**src/rtl/fifo_arb_pkg.sv**
```systemverilog
// Shared types and defaults for the FIFO write arbiter.
// Holds the arbiter state enum and default parameter values.
package fifo_arb_pkg;

    typedef enum logic {
        IDLE  = 1'b0,
        GRANT = 1'b1
    } state_t;

    localparam int NREQ_DEF      = 4;
    localparam int D_W_DEF       = 32;
    localparam int MAX_BURST_DEF = 4;

    // Index width for n entries, never narrower than one bit.
    function automatic int idx_w(int n);
        return (n > 1) ? $clog2(n) : 1;
    endfunction

endpackage

```
**src/rtl/rr_pick.sv**
```systemverilog
// Round-robin picker: first set request at or above rr_ptr,
// wrapping from NREQ-1 back to 0.
module rr_pick
    import fifo_arb_pkg::*;
#(
    parameter int NREQ = NREQ_DEF,
    parameter int GW   = idx_w(NREQ)
) (
    input  logic [NREQ-1:0] req,
    input  logic [GW-1:0]   rr_ptr,
    output logic [GW-1:0]   winner,
    output logic            any_valid
);

    int          w_k;
    logic [GW-1:0] w_idx;

    // Walk offsets 0..NREQ-1 from the pointer; keep the first hit.
    always_comb begin
        winner    = '0;
        any_valid = 1'b0;
        w_k       = 0;
        w_idx     = '0;
        for (int i = 0; i < NREQ; i++) begin
            w_k = int'(rr_ptr) + i;
            if (w_k >= NREQ) begin
                w_k = w_k - NREQ;
            end
            w_idx = GW'(w_k);
            if (!any_valid && req[w_idx]) begin
                winner    = w_idx;
                any_valid = 1'b1;
            end
        end
    end

endmodule

```
**src/rtl/fifo_wr_arb.sv**
```systemverilog
// Round-robin burst arbiter feeding a shared FIFO write port.
// Owner is latched in IDLE; beats pass through combinationally in GRANT.
module fifo_wr_arb
    import fifo_arb_pkg::*;
#(
    parameter int NREQ      = NREQ_DEF,
    parameter int D_W       = D_W_DEF,
    parameter int MAX_BURST = MAX_BURST_DEF,
    localparam int GW       = idx_w(NREQ),
    localparam int BW       = $clog2(MAX_BURST + 1)
) (
    input  logic                  clk,
    input  logic                  rst,
    input  logic [NREQ-1:0]       req_valid,
    input  logic signed [D_W-1:0] req_data [NREQ],
    input  logic [NREQ-1:0]       req_last,
    output logic [NREQ-1:0]       req_ready,
    input  logic                  fifo_full,
    output logic                  fifo_write,
    output logic signed [D_W-1:0] fifo_data,
    output logic [GW-1:0]         grant_id,
    output logic                  busy
);

    state_t        r_state;
    state_t        w_next;
    logic [GW-1:0] r_rr_ptr;
    logic [GW-1:0] r_grant_id;
    logic [BW-1:0] r_beat_cnt;
    logic [GW-1:0] w_winner;
    logic [GW-1:0] w_ptr_inc;
    logic          w_any;
    logic          w_gv;
    logic          w_gl;
    logic          w_acc;
    logic          w_end;

    rr_pick #(
        .NREQ (NREQ),
        .GW   (GW)
    ) u_rr_pick (
        .req       (req_valid),
        .rr_ptr    (r_rr_ptr),
        .winner    (w_winner),
        .any_valid (w_any)
    );

    assign w_gv  = req_valid[r_grant_id];
    assign w_gl  = req_last[r_grant_id];
    assign w_acc = (r_state == GRANT) && w_gv && !fifo_full;
    assign w_end = w_acc &&
                   (w_gl || (r_beat_cnt == BW'(MAX_BURST - 1)));

    assign w_ptr_inc = (r_grant_id == GW'(NREQ - 1)) ?
                       '0 : r_grant_id + GW'(1);

    // State register.
    always_ff @(posedge clk) begin
        if (rst) begin
            r_state <= IDLE;
        end else begin
            r_state <= w_next;
        end
    end

    // Next state: grant on any request, release on last/limit/drop.
    always_comb begin
        w_next = r_state;
        unique case (r_state)
            IDLE: begin
                if (w_any) begin
                    w_next = GRANT;
                end
            end
            GRANT: begin
                if (!w_gv || w_end) begin
                    w_next = IDLE;
                end
            end
            default: w_next = IDLE;
        endcase
    end

    // Owner, beat counter and round-robin pointer bookkeeping.
    always_ff @(posedge clk) begin
        if (rst) begin
            r_grant_id <= '0;
            r_beat_cnt <= '0;
            r_rr_ptr   <= '0;
        end else begin
            if (r_state == IDLE && w_any) begin
                r_grant_id <= w_winner;
                r_beat_cnt <= '0;
            end
            if (w_acc) begin
                r_beat_cnt <= r_beat_cnt + BW'(1);
            end
            if (r_state == GRANT && w_next == IDLE) begin
                r_rr_ptr <= w_ptr_inc;
            end
        end
    end

    // Outputs: only the owner sees ready, and only when FIFO has room.
    always_comb begin
        req_ready  = '0;
        fifo_write = 1'b0;
        busy       = 1'b0;
        if (r_state == GRANT) begin
            busy                  = 1'b1;
            req_ready[r_grant_id] = w_gv && !fifo_full;
            fifo_write            = w_acc;
        end
    end

    assign fifo_data = req_data[r_grant_id];
    assign grant_id  = r_grant_id;

endmodule
```
**config.mk**
```make
export PLATFORM = sky130hd
export DESIGN_NAME = fifo_wr_arb
export DESIGN_NICKNAME = d
export VERILOG_FILES = /design/src/rtl/fifo_arb_pkg.sv /design/src/rtl/rr_pick.sv /design/src/rtl/fifo_wr_arb.sv
export SDC_FILE = /design/constraint.sdc
export NUM_CORES = 1
export LEC_CHECK = 0
export ABC_AREA = 1
export BUFFER_PORTS_ARGS = -buffer_cell sky130_fd_sc_hd__buf_2
export CORE_MARGIN = 2
export CORE_UTILIZATION = 30
export DETAILED_ROUTE_END_ITERATION = 8
export PLACE_DENSITY_LB_ADDON = 0.15
export SYNTH_ARGS = -nofsm -noshare
export SYNTH_HDL_FRONTEND = slang
export SYNTH_HIERARCHICAL = 1
export SYNTH_SLANG_ARGS = --single-unit
export TNS_END_PERCENT = 100
```
**constraint.sdc**
```tcl
create_clock -name clk -period 2.05 [get_ports clk]
set_clock_uncertainty 0.15 [all_clocks]
set_input_delay 0.41 -clock clk [delete_from_list [all_inputs] [get_ports clk]]
set_output_delay 0.41 -clock clk [all_outputs]
set_load 0.005 [all_outputs]
```
==> flow_metrics.py, run 1 <==
metrics = {
    "logic_synthesis": {
        "synth_edf_count": 0,
        "syn-cell-area_sq_um": 1690,
        "ys_seq_area_share_pct": 9.46,
        "async_reset_ff_share_pct": 0,
        "yosys_warnings": 6,
        "yosysMostFrequentCell": "nor2_1",
        "yosys-top-cells-count": "nor2_1, o21ai_0, nand2_1, o22ai_1, inv_1",
        "synth_fp_nets": 464,
        "yosys-top-cells-area": "o21ai_0, nor2_1, o22ai_1",
        "synth-main-ff-cell": "dfxtp_1",
        "synth_top_area_share_pct": 19.8,
        "ys_ff_latch": 8,
        "syn_area_per_cell_sq_um": 5.31,
        "syn-instance-count": 319,
        "synth_top_area_cell": "o21ai_0",
        "synth_cell_type_count": 25,
    },
    "timing": {
        "post-route-period-util_pct": 95.2,
        "setup_tns_ns": 0,
        "setup-violations-final": 0,
        "worst_slew_pin_slew_ns": 0.365,
        "fin_crit_ns": 1.95,
        "hold_viol_final": 0,
        "setup_slack_ns": 0.0986,
        "relSlewSlack_pct": 75.6,
        "finalMaxSlewViolations": 0,
        "max_freq_ghz": 0.512,
        "whs_ns": 0.231,
    },
    "worst_setup_path": {
        "cp-start-kind": "flop",
        "crit_fanout": 18,
        "crit_type": "reg -> out",
        "cp.required_ns": 1.49,
        "critPathCaptureType": "output port",
        "arrival_ns": 1.39,
    },
    "detailed_routing": {
        "drt_iter0_drc": 101,
        "viasPerCell": 5.03,
        "final_antenna_net_count": 0,
        "drt_wl_total_mm": 8.05,
        "vias": 2865,
        "drcViolationCount": 0,
        "drt_pre_antenna_iters": 4,
        "wire_per_inst_um": 14.1,
    },
    "clock_network": {
        "clock_sinks": 8,
        "cts_buffers": 3,
        "holdBufCountCts": 0,
        "clock_latency_ns": 0.24,
        "h-tree-depth": 1,
        "clk_pin_slew_worst_paths_ns": 0.04,
        "clockBufferDepth": 2,
        "cts-root-buf": "clkbuf_8",
        "cts_tree": "yes",
    },
    "cells_and_area": {
        "final_nets": 645,
        "fin_area_sq_um": 2900,
        "drive_above_1_share_pct": 46.4,
        "nFillCells": 580,
        "area_growth_pct": 71.1,
        "stdcell_count": 570,
        "n_antenna_cell": 0,
    },
    "grt": {
        "grt_usage_pct": 22.3,
        "grt_pass1_wl_mm": 11.5,
        "grt_pass1_vias": 2529,
        "grt_max_degree": 72,
        "overflow": 0,
        "antenna_found_initial": 0,
    },
    "die": {
        "core-area_sq_um": 5470,
        "start_util_pct": 30.9,
        "dieHeight_um": 79.1,
        "dieArea_sq_um": 6260,
        "die_width_um": 79.1,
        "rows": 27,
        "io_pins": 179,
    },
    "placement": {
        "place_area_sq_um": 2680,
        "routabilityCongestion": 0.884,
        "placedCellCount": 558,
        "place_ws_ns": 0.175,
        "io_buffers": 178,
        "place_hpwl_mm": 5.92,
    },
    "pwr": {
        "power_density_nw_per_um2": 1040,
        "p_leak_nw": 1.58,
        "ir_drop_v": 0.000577,
    },
    "run_status": {
        "status": "completed",
    },
    "run": {
        "maxCapViolations": 0,
    },
    "hold_path": {
        "min_path_type": "in -> reg",
    },
}
worst paths after layout:
check                                                 from                         end  slack [ns]  cells past startpoint
worst max-delay path              grant_id[0]$_SDFFE_PP0P_                req_ready[0]         0.1                      7
worst min-delay path                                   rst  r_beat_cnt[2]$_SDFFE_PP0P_        0.23                      2
worst max register to register    r_rr_ptr[1]$_SDFFE_PP0P_  r_beat_cnt[0]$_SDFFE_PP0P_        0.25                     10
worst min register to register  r_beat_cnt[1]$_SDFFE_PP0P_  r_beat_cnt[1]$_SDFFE_PP0P_        0.34                      2
flip-flops by register name, summed over array words and instances, names as in the netlist:
register    cells
r_beat_cnt      3
grant_id        2
r_state         1
r_rr_ptr        2
per-stage QoR:
stage,total power (W),utilization [%]
after floorplan,0.00167,-
after detailed placement,0.00251,48.9
after global routing,0.00331,52.9
after CTS,0.00278,50.5
after global placement,0.00249,48.9
final,0.00300,52.9
report_power, final:
part           total [W]  internal, W  switching [W]
registers       0.000295     0.000208      0.0000874
clock network   0.000197     0.000128      0.0000688
logic            0.00251      0.00112        0.00139
total            0.00300      0.00145        0.00155
layout make-up:
class	instances	area [sq um]	area share, %
multi-input cells	264	1360	46.8
repair buffers	196	1130	39.1
flip-flops and latches	8	169	5.83
inverters	27	109	3.76
well taps	72	90.1	3.11
clock buffers	3	41.3	1.43
logic make-up (layout without fill, tap and decap cells):
family | after synthesis | after routing | synth area share, %
simple gates | 148 | 149 | 39.7
compound gates | 109 | 109 | 34.7
buf+inv | 48 | 226 | 11.7
flops | 8 | 8 | 9.46
fa+ha+maj | 6 | 6 | 4.43
placed cells by master, fill, tap and decap left out, drive strengths merged:
cell,count
nand3,17
ha,6
inv,27
o22ai,32
o21ai,68
nand2,54
a21oi,8
nor2,75
clkbuf,6
nand4,1
a21boi,1
or2,1
buf,193
nand3b,1
dfxtp,8
worst max-delay path, stage by stage (launching register included):
cell	delay, ns
dfxtp_4	0.36
buf_12	0.15
nand2_1	0.07
nand3_1	0.08
nand2_2	0.13
nand3_4	0.12
nor2_2	0.12
buf_2	0.11
layer usage:
| layer | vias up | global-route usage, % | share of wire, % | wire, um |
|---|---|---|---|---|
| li1 | 1440 | - | - | - |
| met1 | 1271 | 25.1 | 40 | 3210 |
| met2 | 133 | 41.9 | 50 | 4030 |
| met3 | 21 | 3.98 | 7.5 | 600 |
| met4 | 0 | 7.59 | 2.6 | 209 |
| met5 | - | 0 | 0 | 0 |
timing repair:
action                                  CTS  global route
endpoints found under the setup margin   19            13
resized for setup                         5            10
hold endpoints to repair                  0             0
pin swaps                                 0             2
setup buffers                             2             3
gates cloned                              0             4
Power figures use the tool's default switching activity.
==> run 2: changes to the inputs <==
CORE_ASPECT_RATIO = 0.7   (was not set)
CORE_UTILIZATION = 36   (was 30)
==> flow_metrics.py, run 2 (synthesis gave the netlist of run 1 again) <==
metrics = {
    "timing": {
        "hold_viol_final": 0,
        "setup-violations-final": 0,
        "worst_slew_pin_slew_ns": 0.324,
        "max_freq_ghz": 0.506,
        "finalMaxSlewViolations": 0,
        "post-route-period-util_pct": 96.4,
        "fin_crit_ns": 1.98,
        "relSlewSlack_pct": 78.4,
    },
    "worst_setup_path": {
        "path_cells": "buf_4 > nand2_2 > nand3_2 > nand2_4 > nor2_4 > nand3b_1 > inv_1 > nor2_1 > inv_1 > nand3_1 > a21oi_1",
        "cp-start-kind": "flop",
        "cpLargestDelayFamily": "simple AND/OR/NAND/NOR gates",
        "critPathCaptureType": "flop",
        "cpMostUsedCell": "inv_1",
        "cpMaxStageDelayCell": "dfxtp_1",
        "cp.buffers_inverters": 3,
        "crit_fanout": 8,
        "arrival_ns": 1.98,
        "max_stage_delay_ns": 0.42,
        "cp.required_ns": 2.05,
        "crit_type": "reg -> reg",
    },
    "clock_network": {
        "clk_pin_slew_worst_paths_ns": 0.04,
        "clock_sinks": 8,
        "clockBufferDepth": 2,
        "clock_latency_ns": 0.23,
        "cts_tree": "yes",
        "cts-root-buf": "clkbuf_8",
        "cts_buffers": 3,
        "h-tree-depth": 1,
    },
    "die": {
        "die_width_um": 86.0,
        "dieHeight_um": 61.4,
        "io_pins": 179,
        "start_util_pct": 38.2,
        "dieArea_sq_um": 5280,
        "rows": 20,
        "core-area_sq_um": 4430,
    },
    "detailed_routing": {
        "drt_iter0_drc": 110,
        "maxUsedRoutingLayer": "met4",
        "viasPerCell": 5.07,
        "wl_met2_mm": 3.49,
        "drt_pre_antenna_iters": 5,
        "final_antenna_net_count": 0,
        "route.layer.met1.wl_mm": 3.16,
        "vias": 2786,
        "drcViolationCount": 0,
        "wire_per_inst_um": 13.2,
        "wl_met3_um": 589,
        "drt_wl_total_mm": 7.25,
    },
    "pwr": {
        "p_clk_share_pct": 6.5,
        "intPower_w": 0.00140,
        "p_comb_share_pct": 83.8,
        "p_leak_nw": 1.56,
        "power_density_nw_per_um2": 1030,
        "power_switching_w": 0.00150,
        "ir_drop_v": 0.000554,
        "power_frac_seq_pct": 9.7,
        "netSwitchingFraction_pct": 51.8,
    },
    "grt": {
        "grt_pass1_wl_mm": 10.4,
        "grt_max_degree": 72,
        "overflow": 0,
        "antenna_found_initial": 0,
        "grt_usage_pct": 24.2,
        "grt_pass1_vias": 2360,
    },
    "run_status": {
        "status": "completed",
    },
    "cells_and_area": {
        "n_antenna_cell": 0,
        "stdcell_count": 549,
        "utilization_pct": 63.9,
        "drive_above_1_share_pct": 45.5,
        "largest_reg_flops": 3,
        "area_growth_pct": 67.2,
        "final_cell_mix": "buf_2, nor2_1, o21ai_0",
        "final_nets": 641,
        "largest_register": "r_beat_cnt",
        "layout_commonest_cell": "buf_2",
    },
    "placement": {
        "routabilityCongestion": 0.901,
        "placedCellCount": 540,
        "io_buffers": 178,
        "place_hpwl_mm": 5.10,
    },
    "hold_path": {
        "min_path_type": "in -> reg",
    },
    "run": {
        "maxCapViolations": 0,
    },
}
[run 2: worst paths after layout]
kind | startpoint | to | slack (ns) | cells after the start
setup / recovery | r_rr_ptr[0]$_SDFFE_PP0P_ | r_beat_cnt[2]$_SDFFE_PP0P_ | 0.07 | 11
hold / removal | rst | r_beat_cnt[1]$_SDFFE_PP0P_ | 0.26 | 2
setup reg to reg | r_rr_ptr[0]$_SDFFE_PP0P_ | r_beat_cnt[2]$_SDFFE_PP0P_ | 0.07 | 11
hold reg to reg | r_beat_cnt[1]$_SDFFE_PP0P_ | r_beat_cnt[1]$_SDFFE_PP0P_ | 0.34 | 2
[run 2: area by class of cell]
cell class / instances / area, sq um
timing repair buffer: 193 / 1110
inverter: 27 / 109
fill: 438 / 1600
tap: 55 / 68.8
clock buffer: 3 / 41.3
multi-input combinational: 263 / 1340
sequential: 8 / 165
[run 2: power by group through the flow]
stage | clock [W] | sequential [W] | combinational [W]
after floorplan | 0 | 0.000265 | 0.00141
after global placement | 0 | 0.000265 | 0.00223
after detailed placement | 0 | 0.000266 | 0.00226
after CTS | 0.000192 | 0.000267 | 0.00227
after global routing | 0.000201 | 0.000288 | 0.00273
final | 0.000188 | 0.000281 | 0.00244
[run 2: worst reg2reg max path: stages, from the launching register on]
cell and delay, ns:
dfxtp_1 0.42, buf_4 0.19, nand2_2 0.07, nand3_2 0.10, nand2_4 0.07, nor2_4 0.14
nand3b_1 0.11, inv_1 0.07, nor2_1 0.04, inv_1 0.19, nand3_1 0.15, a21oi_1 0.20
[run 2: repair_timing]
| action | CTS | global route |
|---|---|---|
| hold buffers | 0 | 0 |
| cloned | 0 | 3 |
| pin swaps | 0 | 2 |
| gates resized for setup | 1 | 7 |
| setup buffers | 0 | 3 |
| endpoints found under the setup margin | 2 | 5 |
[run 2: routing by layer]
metal  GRT usage (%)  up-vias
li1                -     1430
met1            30.0     1225
met2            46.0      129
met3            3.62        2
met4            4.08        0
met5               0        -
[run 2: stage by stage]
stage | hold slack, ns | total power (W) | setup TNS [ns] | setup slack (ns) | instance area, sq um
after floorplan | 0.306 | 0.00167 | 0 | 0.326 | 1690
after global placement | 0.322 | 0.00250 | 0 | 0.241 | 2680
after detailed placement | 0.327 | 0.00252 | 0 | 0.236 | 2680
after CTS | 0.236 | 0.00272 | 0 | 0.0140 | 2720
after global routing | 0.251 | 0.00322 | -0.0982 | -0.0927 | 2830
final | 0.262 | 0.00291 | 0 | 0.0729 | 2830
==> run 3: changes to the inputs <==
CORE_ASPECT_RATIO = 1.5   (was 0.7)
==> flow_metrics.py, run 3 (synthesis gave the netlist of run 1 again) <==
metrics = {
    "detailed_routing": {
        "viasPerCell": 5.00,
        "final_antenna_net_count": 0,
        "drt_pre_antenna_iters": 4,
        "drcViolationCount": 0,
        "drt_wl_total_mm": 7.17,
        "vias": 2761,
        "wire_per_inst_um": 13.0,
        "drt_iter0_drc": 219,
    },
    "grt": {
        "grt_pass1_wl_mm": 10.5,
        "overflow": 0,
        "grt_max_degree": 43,
        "grt_pass1_vias": 2349,
        "antenna_found_initial": 1,
        "grt_usage_pct": 25.0,
    },
    "timing": {
        "rsz0062_at_grt": "false",
        "setup_tns_ns": 0,
        "setup-violations-final": 0,
        "whs_ns": 0.238,
        "fin_crit_ns": 1.93,
        "finalMaxSlewViolations": 0,
        "relSlewSlack_pct": 77.9,
        "max_freq_ghz": 0.518,
        "hold_viol_final": 0,
        "post-route-period-util_pct": 94.2,
        "worst_slew_pin_slew_ns": 0.331,
    },
    "cells_and_area": {
        "largest_reg_flops": 3,
        "area_growth_pct": 61.4,
        "drive_above_1_share_pct": 44.3,
        "final_nets": 635,
        "n_antenna_cell": 0,
        "final_cell_mix": "buf_2, nor2_1, o21ai_0",
        "largest_register": "r_beat_cnt",
        "layout_commonest_cell": "buf_2",
        "stdcell_count": 552,
    },
    "worst_setup_path": {
        "cpMaxStageDelayCell": "dfxtp_2",
        "crit_fanout": 42,
        "crit_type": "reg -> out",
        "path_cells": "inv_2 > buf_12 > nor2_1 > o22ai_1 > buf_2",
        "cp.required_ns": 1.49,
        "arrival_ns": 1.37,
        "cp-start-kind": "flop",
        "max_stage_delay_ns": 0.33,
        "critPathCaptureType": "output port",
    },
    "clock_network": {
        "clock_sinks": 8,
        "cts_tree": "yes",
        "h-tree-depth": 1,
        "clock_latency_ns": 0.23,
        "clockBufferDepth": 2,
        "cts_buffers": 3,
        "cts-root-buf": "clkbuf_8",
        "clk_pin_slew_worst_paths_ns": 0.04,
    },
    "pwr": {
        "p_leak_nw": 1.52,
        "power_density_nw_per_um2": 989,
        "ir_drop_v": 0.000897,
    },
    "run_status": {
        "status": "completed",
    },
    "die": {
        "dieArea_sq_um": 5280,
        "rows": 30,
        "dieHeight_um": 88.0,
        "start_util_pct": 37.3,
        "die_width_um": 60.0,
        "io_pins": 179,
        "core-area_sq_um": 4540,
    },
    "hold_path": {
        "min_path_type": "in -> reg",
    },
    "placement": {
        "place_hpwl_mm": 5.83,
        "placedCellCount": 549,
        "routabilityCongestion": 0.885,
        "io_buffers": 178,
    },
    "run": {
        "maxCapViolations": 0,
    },
}
==> run 3: per-layer routing <==
layer  GRT usage [%]  wire, um  vias up
met5               0        13        -
met4            6.46       123        2
met3            8.57       772       15
met2            43.8      3470      119
met1            28.4      2790     1213
li1                -         -     1412
==> run 3: worst paths after layout <==
| kind | from | endpoint | slack, ns | depth (start not counted) |
|---|---|---|---|---|
| worst max register to register | r_rr_ptr[1]$_SDFFE_PP0P_ | grant_id[1]$_SDFFE_PP0P_ | 0.25 | 10 |
| worst min register to register | r_beat_cnt[1]$_SDFFE_PP0P_ | r_beat_cnt[1]$_SDFFE_PP0P_ | 0.34 | 2 |
| worst min-delay path | rst | r_beat_cnt[1]$_SDFFE_PP0P_ | 0.24 | 2 |
| worst max-delay path | grant_id[0]$_SDFFE_PP0P_ | fifo_data[31] | 0.12 | 5 |
==> run 3: what timing repair did <==
| action | 4_1_cts | 5_1_grt |
|---|---|---|
| gates resized for setup | 0 | 2 |
| hold buffers | 0 | 0 |
| buffers inserted | 0 | 0 |
| endpoints found under the setup margin | 0 | 6 |
==> run 3: critical path, delay by kind of cell, from the launching register on <==
kind,cells,cell delay [ns]
AOI/OAI and AO/OA,1,0.17
buffers and inverters,3,0.58
DFF,1,0.33
and+or+nand+nor,1,0.06
==> run 3: power breakdown <==
part           internal, W  switching (W)  leakage [nW]
sequential        0.000201      0.0000697        0.0664
clock             0.000127      0.0000599        0.0216
combinational     0.000963        0.00128          1.43
total              0.00129        0.00141          1.52
==> run 3: final cells by class <==
cell class	instances	area, sq um
timing repair buffer	187	1010
multi-input combinational	263	1340
fill	513	1810
sequential	8	163
inverter	27	101
tap	64	80.1
clock buffer	3	41.3
==> run 3: through the flow <==
stage / total power [W] / setup WS [ns] / instance area (sq um) / util [%]
after floorplan: 0.00167 / 0.326 / 1690 / -
after global placement: 0.00249 / 0.202 / 2690 / 59.1
after detailed placement: 0.00250 / 0.152 / 2690 / 59.1
after CTS: 0.00270 / 0.0998 / 2730 / 60.1
after global routing: 0.00299 / 0.00818 / 2730 / 60.2
final: 0.00270 / 0.119 / 2730 / 60.2
